<file path="config.mk">
export PLATFORM = sky130hd
export DESIGN_NAME = multicycle_control_fsm_flat
export DESIGN_NICKNAME = d
export VERILOG_FILES = /design/src/rtl/multicycle_control_fsm_if.sv /design/src/rtl/multicycle_control_fsm.sv /design/src/flat_wrapper.sv
export SDC_FILE = /design/constraint.sdc
export NUM_CORES = 1
export LEC_CHECK = 0
export ABC_AREA = 1
export CAP_MARGIN = 40
export CORE_ASPECT_RATIO = 1.25
export CORE_MARGIN = 2
export CORE_UTILIZATION = 46
export DETAILED_ROUTE_END_ITERATION = 10
export PLACE_DENSITY = 0.79
export SETUP_SLACK_MARGIN = 0.05
export SYNTH_ARGS = -nofsm -noshare
export SYNTH_HDL_FRONTEND = slang
export SYNTH_SLANG_ARGS = --single-unit
</file>
<file path="constraint.sdc">
create_clock -name clk -period 2.2 [get_ports clk]
set_clock_uncertainty 0.1 [all_clocks]
set_input_delay 0.66 -clock clk [delete_from_list [all_inputs] [get_ports clk]]
set_output_delay 0.66 -clock clk [all_outputs]
set_load 0.02 [all_outputs]
</file>
<file path="src/rtl/multicycle_control_fsm_if.sv">
// Control bundle between the multi-cycle controller and the datapath/memory side.
// The controller owns the master modport; the datapath (or bench) uses slave.
interface multicycle_control_fsm_if;
  logic [5:0] opcode;
  logic [5:0] funct;
  logic       zero;
  logic       mem_ready;
  logic       mem_req;
  logic       mem_we;
  logic       iord;
  logic       irwrite;
  logic       pcwrite;
  logic       pcwritecond;
  logic [1:0] pcsrc;
  logic       alusrca;
  logic [1:0] alusrcb;
  logic [2:0] alucontrol;
  logic       regdst;
  logic       memtoreg;
  logic       regwrite;
  logic [3:0] state;
  logic       illegal_instr;
  logic       bus_error;
  logic       retired;

  modport master (
    input  opcode, funct, zero, mem_ready,
    output mem_req, mem_we, iord, irwrite, pcwrite, pcwritecond, pcsrc,
           alusrca, alusrcb, alucontrol, regdst, memtoreg, regwrite,
           state, illegal_instr, bus_error, retired
  );

  modport slave (
    output opcode, funct, zero, mem_ready,
    input  mem_req, mem_we, iord, irwrite, pcwrite, pcwritecond, pcsrc,
           alusrca, alusrcb, alucontrol, regdst, memtoreg, regwrite,
           state, illegal_instr, bus_error, retired
  );
endinterface

</file>
<file path="src/rtl/multicycle_control_fsm.sv">
// Multi-cycle MIPS-subset controller: sequences fetch/decode/execute/memory/write-back
// over one shared memory port with a req/ready handshake and a wait timeout.
module multicycle_control_fsm #(
  parameter int MEM_TIMEOUT  = 255,
  parameter bit ILLEGAL_HALT = 1'b0
) (
  input  logic                    clk,
  input  logic                    reset,
  multicycle_control_fsm_if.master bus
);

  typedef enum logic [3:0] {
    FETCH   = 4'd0,
    DECODE  = 4'd1,
    MEMADR  = 4'd2,
    MEMRD   = 4'd3,
    MEMWB   = 4'd4,
    MEMWR   = 4'd5,
    EXEC    = 4'd6,
    ALUWB   = 4'd7,
    BRANCH  = 4'd8,
    ADDIEX  = 4'd9,
    ADDIWB  = 4'd10,
    JUMP    = 4'd11,
    ILLEGAL = 4'd12,
    HALT    = 4'd13
  } state_t;

  localparam logic [5:0] OP_RTYPE = 6'h00;
  localparam logic [5:0] OP_J     = 6'h02;
  localparam logic [5:0] OP_BEQ   = 6'h04;
  localparam logic [5:0] OP_ADDI  = 6'h08;
  localparam logic [5:0] OP_LW    = 6'h23;
  localparam logic [5:0] OP_SW    = 6'h2B;

  localparam logic [5:0] FN_ADD = 6'h20;
  localparam logic [5:0] FN_SUB = 6'h22;
  localparam logic [5:0] FN_AND = 6'h24;
  localparam logic [5:0] FN_OR  = 6'h25;
  localparam logic [5:0] FN_SLT = 6'h2A;

  localparam logic [2:0] ALU_SLT = 3'b000;
  localparam logic [2:0] ALU_SUB = 3'b001;
  localparam logic [2:0] ALU_ADD = 3'b101;
  localparam logic [2:0] ALU_OR  = 3'b110;
  localparam logic [2:0] ALU_AND = 3'b111;

  localparam int            CW   = (MEM_TIMEOUT > 1) ? $clog2(MEM_TIMEOUT) : 1;
  localparam logic [CW-1:0] LAST = CW'(MEM_TIMEOUT - 1);

  state_t        state_q;
  state_t        next_state;
  logic [CW-1:0] wait_cnt;
  logic          mem_state;
  logic          timeout;
  logic          rtype_legal;

  // zero reaches the PC through pcwritecond in the datapath; the controller never reads it.
  logic unused_zero;
  assign unused_zero = bus.zero;

  assign mem_state   = (state_q == FETCH) || (state_q == MEMRD) || (state_q == MEMWR);
  assign timeout     = (MEM_TIMEOUT != 0) && mem_state && !bus.mem_ready && (wait_cnt == LAST);
  assign rtype_legal = (bus.funct == FN_ADD) || (bus.funct == FN_SUB) || (bus.funct == FN_AND) ||
                       (bus.funct == FN_OR)  || (bus.funct == FN_SLT);

  always_ff @(posedge clk) begin
    if (reset) begin
      state_q  <= FETCH;
      wait_cnt <= '0;
    end else begin
      state_q <= next_state;
      if ((next_state != state_q) || timeout)
        wait_cnt <= '0;
      else if (mem_state && !bus.mem_ready)
        wait_cnt <= wait_cnt + 1'b1;
    end
  end

  // A timed-out memory state abandons the instruction and refetches.
  always_comb begin
    next_state = state_q;
    case (state_q)
      FETCH:   if (bus.mem_ready) next_state = DECODE;
               else if (timeout)  next_state = FETCH;
      DECODE: begin
        case (bus.opcode)
          OP_LW, OP_SW: next_state = MEMADR;
          OP_RTYPE:     next_state = rtype_legal ? EXEC : ILLEGAL;
          OP_BEQ:       next_state = BRANCH;
          OP_ADDI:      next_state = ADDIEX;
          OP_J:         next_state = JUMP;
          default:      next_state = ILLEGAL;
        endcase
      end
      MEMADR:  next_state = (bus.opcode == OP_LW) ? MEMRD : MEMWR;
      MEMRD:   if (bus.mem_ready) next_state = MEMWB;
               else if (timeout)  next_state = FETCH;
      MEMWB:   next_state = FETCH;
      MEMWR:   if (bus.mem_ready || timeout) next_state = FETCH;
      EXEC:    next_state = ALUWB;
      ALUWB:   next_state = FETCH;
      BRANCH:  next_state = FETCH;
      ADDIEX:  next_state = ADDIWB;
      ADDIWB:  next_state = FETCH;
      JUMP:    next_state = FETCH;
      ILLEGAL: next_state = ILLEGAL_HALT ? HALT : FETCH;
      HALT:    next_state = HALT;
      default: next_state = FETCH;
    endcase
  end

  assign bus.state = reset ? FETCH : state_q;

  // During reset present an idle FETCH so nothing is written while the state settles.
  always_comb begin
    bus.mem_req       = 1'b0;
    bus.mem_we        = 1'b0;
    bus.iord          = 1'b0;
    bus.irwrite       = 1'b0;
    bus.pcwrite       = 1'b0;
    bus.pcwritecond   = 1'b0;
    bus.pcsrc         = 2'b00;
    bus.alusrca       = 1'b0;
    bus.alusrcb       = 2'b00;
    bus.alucontrol    = 3'b000;
    bus.regdst        = 1'b0;
    bus.memtoreg      = 1'b0;
    bus.regwrite      = 1'b0;
    bus.illegal_instr = 1'b0;
    bus.bus_error     = 1'b0;
    bus.retired       = 1'b0;
    if (reset) begin
      bus.alusrcb    = 2'b01;
      bus.alucontrol = ALU_ADD;
    end else begin
      case (state_q)
        FETCH: begin
          bus.mem_req    = 1'b1;
          bus.alusrcb    = 2'b01;
          bus.alucontrol = ALU_ADD;
          bus.irwrite    = bus.mem_ready;
          bus.pcwrite    = bus.mem_ready;
          bus.bus_error  = timeout;
        end
        DECODE: begin
          bus.alusrcb    = 2'b11;
          bus.alucontrol = ALU_ADD;
        end
        MEMADR, ADDIEX: begin
          bus.alusrca    = 1'b1;
          bus.alusrcb    = 2'b10;
          bus.alucontrol = ALU_ADD;
        end
        MEMRD: begin
          bus.mem_req   = 1'b1;
          bus.iord      = 1'b1;
          bus.bus_error = timeout;
        end
        MEMWB: begin
          bus.memtoreg = 1'b1;
          bus.regwrite = 1'b1;
          bus.retired  = 1'b1;
        end
        MEMWR: begin
          bus.mem_req   = 1'b1;
          bus.mem_we    = 1'b1;
          bus.iord      = 1'b1;
          bus.retired   = bus.mem_ready;
          bus.bus_error = timeout;
        end
        EXEC: begin
          bus.alusrca = 1'b1;
          case (bus.funct)
            FN_SUB:  bus.alucontrol = ALU_SUB;
            FN_AND:  bus.alucontrol = ALU_AND;
            FN_OR:   bus.alucontrol = ALU_OR;
            FN_SLT:  bus.alucontrol = ALU_SLT;
            default: bus.alucontrol = ALU_ADD;
          endcase
        end
        ALUWB: begin
          bus.regdst   = 1'b1;
          bus.regwrite = 1'b1;
          bus.retired  = 1'b1;
        end
        BRANCH: begin
          bus.alusrca     = 1'b1;
          bus.alucontrol  = ALU_SUB;
          bus.pcsrc       = 2'b01;
          bus.pcwritecond = 1'b1;
          bus.retired     = 1'b1;
        end
        ADDIWB: begin
          bus.regwrite = 1'b1;
          bus.retired  = 1'b1;
        end
        JUMP: begin
          bus.pcsrc   = 2'b10;
          bus.pcwrite = 1'b1;
          bus.retired = 1'b1;
        end
        ILLEGAL: bus.illegal_instr = 1'b1;
        default: ;
      endcase
    end
  end

endmodule
</file>
<file path="src/flat_wrapper.sv">
// flat-port wrapper written by rule: the top's interface ports become plain ports
module multicycle_control_fsm_flat 
#(
  parameter int MEM_TIMEOUT  = 255,
  parameter bit ILLEGAL_HALT = 1'b0
)
  (clk, reset, bus_opcode, bus_funct, bus_zero, bus_mem_ready, bus_mem_req, bus_mem_we, bus_iord, bus_irwrite, bus_pcwrite, bus_pcwritecond, bus_pcsrc, bus_alusrca, bus_alusrcb, bus_alucontrol, bus_regdst, bus_memtoreg, bus_regwrite, bus_state, bus_illegal_instr, bus_bus_error, bus_retired);
  multicycle_control_fsm_if bus_i ();
  input  logic clk;
  input  logic reset;
  input wire logic [$bits(bus_i.opcode)-1:0] bus_opcode;
  input wire logic [$bits(bus_i.funct)-1:0] bus_funct;
  input wire logic [$bits(bus_i.zero)-1:0] bus_zero;
  input wire logic [$bits(bus_i.mem_ready)-1:0] bus_mem_ready;
  output wire logic [$bits(bus_i.mem_req)-1:0] bus_mem_req;
  output wire logic [$bits(bus_i.mem_we)-1:0] bus_mem_we;
  output wire logic [$bits(bus_i.iord)-1:0] bus_iord;
  output wire logic [$bits(bus_i.irwrite)-1:0] bus_irwrite;
  output wire logic [$bits(bus_i.pcwrite)-1:0] bus_pcwrite;
  output wire logic [$bits(bus_i.pcwritecond)-1:0] bus_pcwritecond;
  output wire logic [$bits(bus_i.pcsrc)-1:0] bus_pcsrc;
  output wire logic [$bits(bus_i.alusrca)-1:0] bus_alusrca;
  output wire logic [$bits(bus_i.alusrcb)-1:0] bus_alusrcb;
  output wire logic [$bits(bus_i.alucontrol)-1:0] bus_alucontrol;
  output wire logic [$bits(bus_i.regdst)-1:0] bus_regdst;
  output wire logic [$bits(bus_i.memtoreg)-1:0] bus_memtoreg;
  output wire logic [$bits(bus_i.regwrite)-1:0] bus_regwrite;
  output wire logic [$bits(bus_i.state)-1:0] bus_state;
  output wire logic [$bits(bus_i.illegal_instr)-1:0] bus_illegal_instr;
  output wire logic [$bits(bus_i.bus_error)-1:0] bus_bus_error;
  output wire logic [$bits(bus_i.retired)-1:0] bus_retired;
  assign bus_i.opcode = bus_opcode;
  assign bus_i.funct = bus_funct;
  assign bus_i.zero = bus_zero;
  assign bus_i.mem_ready = bus_mem_ready;
  assign bus_mem_req = bus_i.mem_req;
  assign bus_mem_we = bus_i.mem_we;
  assign bus_iord = bus_i.iord;
  assign bus_irwrite = bus_i.irwrite;
  assign bus_pcwrite = bus_i.pcwrite;
  assign bus_pcwritecond = bus_i.pcwritecond;
  assign bus_pcsrc = bus_i.pcsrc;
  assign bus_alusrca = bus_i.alusrca;
  assign bus_alusrcb = bus_i.alusrcb;
  assign bus_alucontrol = bus_i.alucontrol;
  assign bus_regdst = bus_i.regdst;
  assign bus_memtoreg = bus_i.memtoreg;
  assign bus_regwrite = bus_i.regwrite;
  assign bus_state = bus_i.state;
  assign bus_illegal_instr = bus_i.illegal_instr;
  assign bus_bus_error = bus_i.bus_error;
  assign bus_retired = bus_i.retired;
  multicycle_control_fsm #(.MEM_TIMEOUT(MEM_TIMEOUT), .ILLEGAL_HALT(ILLEGAL_HALT)) u_core (.clk(clk), .reset(reset), .bus(bus_i));
endmodule
</file>
==> results of run 1 <==
==> layer usage <==
layer	vias to the layer above	track usage
li1	867	-
met5	-	0
met1	942	0.268
met2	250	0.645
met3	114	0.0172
met4	0	0.155
==> power breakdown <==
part           leakage, nW  total (mW)  internal (mW)  switching, mW
registers            0.101       0.248          0.229         0.0198
clock network       0.0138       0.140         0.0637         0.0764
logic                 1.10       0.601          0.257          0.344
total                 1.21       0.989          0.549          0.441
==> final cells by class <==
class | instances | area (µm²) | area share
multi-input combinational | 154 | 1040 | 0.437
timing repair buffer | 107 | 881 | 0.368
inverter | 36 | 144 | 0.0602
clock buffer | 3 | 22.5 | 0.00942
tap | 33 | 41.3 | 0.0173
sequential | 12 | 258 | 0.108
==> kinds of logic (layout without fill, tap and decap cells) <==
group / Yosys count / count (layout) / share of synthesized area
AO/OA/AOI/OAI: 19 / 19 / 0.0967
XOR/XNOR: 7 / 7 / 0.0515
adder cells (fa/ha/maj): 2 / 2 / 0.0210
buffers and inverters: 39 / 146 / 0.127
flip-flops: 12 / 12 / 0.202
multiplexers: 1 / 1 / 0.00841
AND/OR/NAND/NOR: 125 / 125 / 0.493
==> Yosys cell counts, drive strengths merged <==
library cell | instances | area [µm²]
nor3 | 4 | 20.0
o21ai | 4 | 20.0
a21oi | 7 | 35.0
a22oi | 2 | 15.0
xnor2 | 3 | 26.3
a31oi | 2 | 12.5
nand3 | 20 | 125
ha | 2 | 25.0
clkbuf | 2 | 7.51
mux2i | 1 | 10.0
nand4 | 5 | 31.3
dfxtp | 12 | 240
and3 | 1 | 6.26
a32o | 1 | 10.0
clkinv | 1 | 5.00
buf | 1 | 7.51
xor2 | 4 | 35.0
o211ai | 2 | 15.0
inv | 35 | 131
nor4 | 1 | 6.26
nor2 | 53 | 226
nand2 | 41 | 171
o31ai | 1 | 7.51
==> sequential cells by signal (all words and copies together) (netlist names) <==
register	flops
u_core.state_q	4
u_core.wait_cnt	8
==> worst min-delay path, delay by kind of cell, from the launching register on <==
| family | cells | cell delay [ns] |
|---|---|---|
| simple gates | 1 | 0.11 |
| xor+xnor | 1 | 0.12 |
| flops | 1 | 0.37 |
==> through the flow <==
stage	worst slack [ns]	TNS [ns]	utilization	instance area, µm²	std cells
6_report	-0.243	-2.31	0.975	2390	345
5_1_grt	-0.303	-3.56	0.975	2390	345
4_1_cts	-0.0224	-0.0695	0.864	2120	337
3_5_place_dp	-0.866	-19.19	0.829	2030	328
3_3_place_gp	-0.801	-17.92	0.829	2030	328
2_1_floorplan	0.0253	0	-	1210	205
==> cell usage in the layout, fill, tap and decap left out, drive strengths merged <==
master	netlist	routed
clkinv	1	1
o211ai	2	2
buf	1	96
o21ai	4	4
mux2i	1	1
nor2	53	53
nand3	20	20
xnor2	3	3
nor4	1	1
inv	35	35
nor3	4	4
clkdlybuf4s50	0	1
dfxtp	12	12
a32o	1	1
clkbuf	2	5
clkdlybuf4s15	0	2
and3	1	1
a21oi	7	7
o31ai	1	1
xor2	4	4
ha	2	2
a22oi	2	2
dlygate4sd2	0	1
nand2	41	41
a31oi	2	2
dlymetal6s2s	0	5
nand4	5	5
==> what timing repair did <==
action | in CTS | in global routing
resized for setup | 172 | 78
pin swaps | 18 | 34
gates cloned | 0 | 0
setup endpoints to repair | 32 | 31
buffers inserted | 6 | 8
==> worst paths after layout <==
check / cells after the start / slack, ns / start / endpoint
worst max-delay path: 7 / -0.24 / u_core.state_q[0] / bus_alucontrol[1]
worst min-delay path: 2 / 0.54 / u_core.wait_cnt[7] / u_core.wait_cnt[7]
worst max register to register: 11 / 0.13 / u_core.state_q[3] / u_core.wait_cnt[7]
worst min register to register: 2 / 0.54 / u_core.wait_cnt[7] / u_core.wait_cnt[7]
==> metrics.txt, run 1 <==
Final Hold Vio Count=0; sum of routed wire length over all layers=7350 µm; max-capacitance violation count=0; violations in the final reports=negative setup slack; ratio of cells with drive above 1 in the final layout=0.590; maximum buffer depth of the clock tree=2; classification of the worst setup path=reg2out; Num CTS Buffers=3; Tcrit/Tclk final=1.11; Tmin final=2.44 ns; count of standard-cell rows=20; worst-margin pin slew=0.422 ns; routed vias/inst=6.30; insertion delay to the later sink of the worst-skew pair=0.28 ns; cell at the slowest stage of the critical path=dfxtp_4; global-route wire length before repair=6800 µm; DRT iter0 DRCs=206; total power per unit cell area=414 nW/µm²; via count of the first global-routing pass=1,698; max_slew headroom=0.716; mean routed wirelength per cell=21.3 µm; met2 wire length=3430 µm; Gate Count Post-Synth=205; Unique masters post-synth=29; count of yosys warnings during synthesis=0; final hold slack=0.536 ns; ANT cells=0; GR Overflow Total=0; area of the mapped netlist=1190 µm²; CTS Hold Bufs=0; Crit path largest cell delay=0.38 ns; data required time at the worst endpoint=1.44 ns; number of buffer and inverter instances along the worst setup path=3; width of the die=49.5 µm; unrepaired setup endpoints after global routing=yes; CP top delay family=simple AND/OR/NAND/NOR gates; Crit path arrival time=1.68 ns; cell-by-cell trace of the critical path=buf_6, nor2_4, nand2_2, inv_2, nand3_1, nor2_1, buf_4; total DRC errors in the routed layout=0; Die Area=3010 µm²; Reg clk slew, reported paths=0.08 ns; Port Buffers=38; clock root buffer=clkbuf_4; Starting Density=0.485; Core Box Area=2450 µm²; CTS H-tree depth=1; per-instance average area after synthesis=5.80 µm²; Filler cells=42; number of nets in the layout=332; total nets after synthesis=223; proportion of synthesized chip area in sequential cells=0.202; largest voltage drop on the vdd net=0.439 mV; DP HPWL=2930 µm; Tot Pwr=0.989 mW; Final Worst Setup Slack=-0.243 ns; number of routed nets with antenna violations=0; clock tree from TritonCTS=done; run status=complete, but fails checks; Max Fclk=409 MHz; detailed-routing wirelength on met1=2260 µm; HP Class=reg2reg; io pins=40; final setup violation count=20; Routability Congestion=0.810; final max-slew violation count=0; largest net degree at the start of global routing=10; highest routed layer=met4; chip height=60.9 µm; amount of wire on met3 after detailed routing=774 µm; CP startpoint kind=flip-flop; # clock sinks=12; flip-flop and latch count after synthesis=12; count of TritonRoute iterations in the first routing pass=5; Layout Area Growth over Synthesis=101%; critical path endpoint category=primary output; antenna violations before repair=0; Global Route Usage Sum=0.294; crit path max fanout=4; leakage=1.21 nW; total via count after detailed routing=2,173
Power figures use the tool's default switching activity.
==> inputs of run 2 (changes only) <==
--- a/config.mk
+++ b/config.mk
@@ -11,7 +11,7 @@
 export CORE_MARGIN = 2
 export CORE_UTILIZATION = 46
 export DETAILED_ROUTE_END_ITERATION = 10
-export PLACE_DENSITY = 0.79
+export PLACE_DENSITY = 0.81
 export SETUP_SLACK_MARGIN = 0.05
 export SYNTH_ARGS = -nofsm -noshare
 export SYNTH_HDL_FRONTEND = slang
==> run 2 against run 1 <==
  * Area after synthesis unchanged
  * Synthesized cell count unchanged
  * The run now fails in global routing
==> metrics.txt, run 2 <==
Exit stage=global routing; # clock sinks=12 (unchanged); count of yosys warnings during synthesis=0 (unchanged); Routability Congestion=0.806 (was 0.810); Starting Density=0.485 (unchanged); maximum buffer depth of the clock tree=2 (unchanged); number of enable-type register cells in the synthesized netlist=0 (unchanged); DP HPWL=3100 µm (was 2930 µm); cell types occupying the most area after synthesis=dfxtp_1, nor2_1, nand2_1, inv_1, nand3_1 (unchanged); chip height=60.9 µm (unchanged); first error=[ERROR GRT-0232] Routing congestion too high. Check the congestion heatmap in the GUI.; proportion of synthesized chip area in sequential cells=0.202 (unchanged); width of the die=49.5 µm (unchanged); Gate Count Post-Synth=205 (unchanged); kind of the worst endpoint=output port; per-instance average area after synthesis=5.80 µm² (unchanged); io pins=40 (unchanged); count of standard-cell rows=20 (unchanged); total nets after synthesis=223 (unchanged); Port Buffers=38 (unchanged); GRT repair_timing worst endpoint=bus_retired; GR Overflow Total=98; Num CTS Buffers=3 (unchanged); CTS H-tree depth=1 (unchanged); cell taking the most area after synthesis=dfxtp_1 (unchanged); Global Route Usage Sum=0.704; largest net degree at the start of global routing=9; clock root buffer=clkbuf_4 (unchanged); flip-flop and latch count after synthesis=12 (unchanged); top-count cell post-synth=nor2_1 (unchanged); list of most frequent post-synthesis cells=nor2_1, nand2_1, inv_1 (unchanged); Synth top area share=0.202 (unchanged); Primary FF master, synth=dfxtp_1 (unchanged); run status=did not finish (was complete, but fails checks); area of the mapped netlist=1190 µm² (unchanged); asr flop ratio synth=0 (unchanged); Unique masters post-synth=29 (unchanged)
## run 2: through the flow
stage	worst slack, ns	area (µm²)	TNS (ns)	instances
2_1_floorplan	0.0253	1210	0	205
3_3_place_gp	-0.801	2060	-18.76	331
3_5_place_dp	-0.898	2060	-20.40	331
4_1_cts	-0.0307	2120	-0.105	338
## run 2: kinds of logic after synthesis
kind of cell,count (synthesis),synth area share
AOI/OAI and AO/OA,19,0.0967
buffers and inverters,39,0.127
and+or+nand+nor,125,0.493
DFF,12,0.202
xor gates and xnor gates,7,0.0515
muxes,1,0.00841
adders and majority gates,2,0.0210
## run 2: metal layers
metal	track usage	overflow
met2	1.08	74
met4	0.901	24
met3	0.367	0
met5	0	0
met1	0.610	0
## run 2: what timing repair did
item,CTS
resized for setup,174
endpoints found under the setup margin,33
pin swaps,14
hold buffers,0
buffers inserted,3
==> inputs of run 3 (changes only) <==
--- a/config.mk
+++ b/config.mk
@@ -7,12 +7,10 @@
 export LEC_CHECK = 0
 export ABC_AREA = 1
 export CAP_MARGIN = 40
-export CORE_ASPECT_RATIO = 1.25
-export CORE_MARGIN = 2
-export CORE_UTILIZATION = 46
+export CORE_AREA = 2 2 63 65
 export DETAILED_ROUTE_END_ITERATION = 10
-export PLACE_DENSITY = 0.81
-export SETUP_SLACK_MARGIN = 0.05
+export DIE_AREA = 0 0 65 67
+export PLACE_DENSITY_LB_ADDON = 0.15
 export SYNTH_ARGS = -nofsm -noshare
 export SYNTH_HDL_FRONTEND = slang
 export SYNTH_SLANG_ARGS = --single-unit
==> run 3 against run 2 <==
  * The flow now finishes, with violations (negative setup slack)
==> metrics.txt, run 3 (synthesis results as in run 1) <==
via count of the first global-routing pass=1,571; worst-margin pin slew=0.277 ns; unrepaired setup endpoints after global routing=yes; sum of routed wire length over all layers=4010 µm; Layout Area Growth over Synthesis=106%; critical path endpoint category=primary output; routed vias/inst=4.56; largest net degree at the start of global routing=9; Max Fclk=445 MHz; # clock sinks=12 (unchanged); final setup violation count=2; Final Hold Vio Count=0; Tmin final=2.25 ns; Largest regs=u_core.wait_cnt (8), u_core.state_q (4); ratio of cells with drive above 1 in the final layout=0.603; Net Sw Frac=0.380; Crit path arrival time=1.49 ns; fraction of power consumed by the clock network=0.199; chip height=67 µm (was 60.9 µm); leakage=1.24 nW; Worst Setup Slack post-DPL=-0.858 ns (was -0.898 ns); crit path max fanout=4; most common library cell in the layout ignoring fill and taps=buf_4; Starting Density=0.330 (was 0.485); Port Buffers=38 (unchanged); Routability Congestion=0.875 (was 0.806); Biggest register=u_core.wait_cnt; number of routed nets with antenna violations=0; Tot Pwr=0.969 mW; CTS H-tree depth=1 (unchanged); max-capacitance violation count=0; final standard cell area without fillers=2460 µm²; DP HPWL=2860 µm (was 3100 µm); HP Class=reg2reg; placed cells=349 (was 331); total power per unit cell area=394 nW/µm²; data required time at the worst endpoint=1.44 ns; insertion delay to the later sink of the worst-skew pair=0.23 ns; io pins=40 (unchanged); cell internal power dissipation=0.600 mW; run status=complete, but fails checks (was did not finish); clock root buffer=clkbuf_8 (was clkbuf_4); Num CTS Buffers=3 (unchanged); Reg clk slew, reported paths=0.05 ns; clock tree from TritonCTS=done; width of the die=65 µm (was 49.5 µm); Global Route Usage Sum=0.184; total DRC errors in the routed layout=0; DRT iter0 DRCs=56; CP startpoint kind=flip-flop; GR Overflow Total=0; classification of the worst setup path=reg2out; Final Worst Setup Slack=-0.0453 ns; proportion of power drawn by combinational gates=0.548; non-filler cells, final=363; count of TritonRoute iterations in the first routing pass=4; global-route wire length before repair=6310 µm; max_slew headroom=0.814; count of standard-cell rows=22 (was 20); post-placement cell area=2100 µm² (was 2060 µm²); violations in the final reports=negative setup slack; Core Box Area=3610 µm²; number of flip-flops under the largest register name=8; number of nets in the layout=335; ANT cells=0; final max-slew violation count=0; power dissipated by switching net loads=0.368 mW; largest voltage drop on the vdd net=0.374 mV; maximum buffer depth of the clock tree=2 (unchanged); Tcrit/Tclk final=1.02; most used cells in the layout excluding fill and tap cells=buf_4, nand2_1, nor2_1; antenna violations before repair=0; mean routed wirelength per cell=11.0 µm; total via count after detailed routing=1,654; sequential power share=0.253; Die Area=4360 µm²
==> run 3: path summary, 6_finish.rpt <==
kind | start | end | slack (ns) | cells after the start
setup reg to reg | u_core.state_q[2] | u_core.wait_cnt[7] | 0.31 | 12
setup / recovery | u_core.state_q[3] | bus_alusrca | -0.05 | 8
hold / removal | u_core.wait_cnt[7] | u_core.wait_cnt[7] | 0.45 | 2
hold reg to reg | u_core.wait_cnt[7] | u_core.wait_cnt[7] | 0.45 | 2
==> run 3: per-layer routing <==
| layer | track usage | routed length [µm] | vias up |
|---|---|---|---|
| met2 | 0.369 | 2180 | 27 |
| met3 | 0.0287 | 139 | 3 |
| met4 | 0.0452 | 18 | 0 |
| met1 | 0.199 | 1670 | 751 |
| li1 | - | - | 873 |
| met5 | 0 | 0 | - |
==> run 3: per-stage QoR <==
step | utilization | TNS [ns] | hold WS (ns)
floorplan | - | -0.0537 | 0.395
CTS | 0.603 | -0.0918 | 0.439
detailed placement | 0.583 | -18.66 | 0.423
finish | 0.681 | -0.0634 | 0.450
global placement | 0.583 | -18.47 | 0.416
global route | 0.681 | -0.388 | 0.496
==> run 3: timing repair <==
action | in CTS | in global routing
setup buffers | 9 | 2
pin swaps | 11 | 27
resized for setup | 136 | 102
hold buffers | 0 | 0
endpoints found under the setup margin | 32 | 28
==> run 3: final cells by class <==
type | instances | area [µm²]
multi-input cells | 154 | 1060
fillers | 316 | 1150
repair buffers | 110 | 886
well taps | 48 | 60.1
inverters | 36 | 149
clock buffers | 3 | 41.3
flip-flops and latches | 12 | 255
==> run 3: critical path: stages, from the launching register on <==
cell and delay, ns:
dfxtp_4 0.40, inv_4 0.05, nor2_4 0.13, inv_2 0.07, nor2_4 0.10, buf_6 0.12, nor2_2 0.03, a31oi_1 0.18
buf_4 0.17
==> run 3: power by group through the flow <==
| stage | combinational [mW] | sequential, mW | clock, mW |
|---|---|---|---|
| after floorplan | 0.225 | 0.244 | 0 |
| after global placement | 0.453 | 0.243 | 0 |
| after detailed placement | 0.455 | 0.243 | 0 |
| after CTS | 0.462 | 0.241 | 0.202 |
| after global routing | 0.575 | 0.246 | 0.212 |
| final | 0.531 | 0.245 | 0.193 |
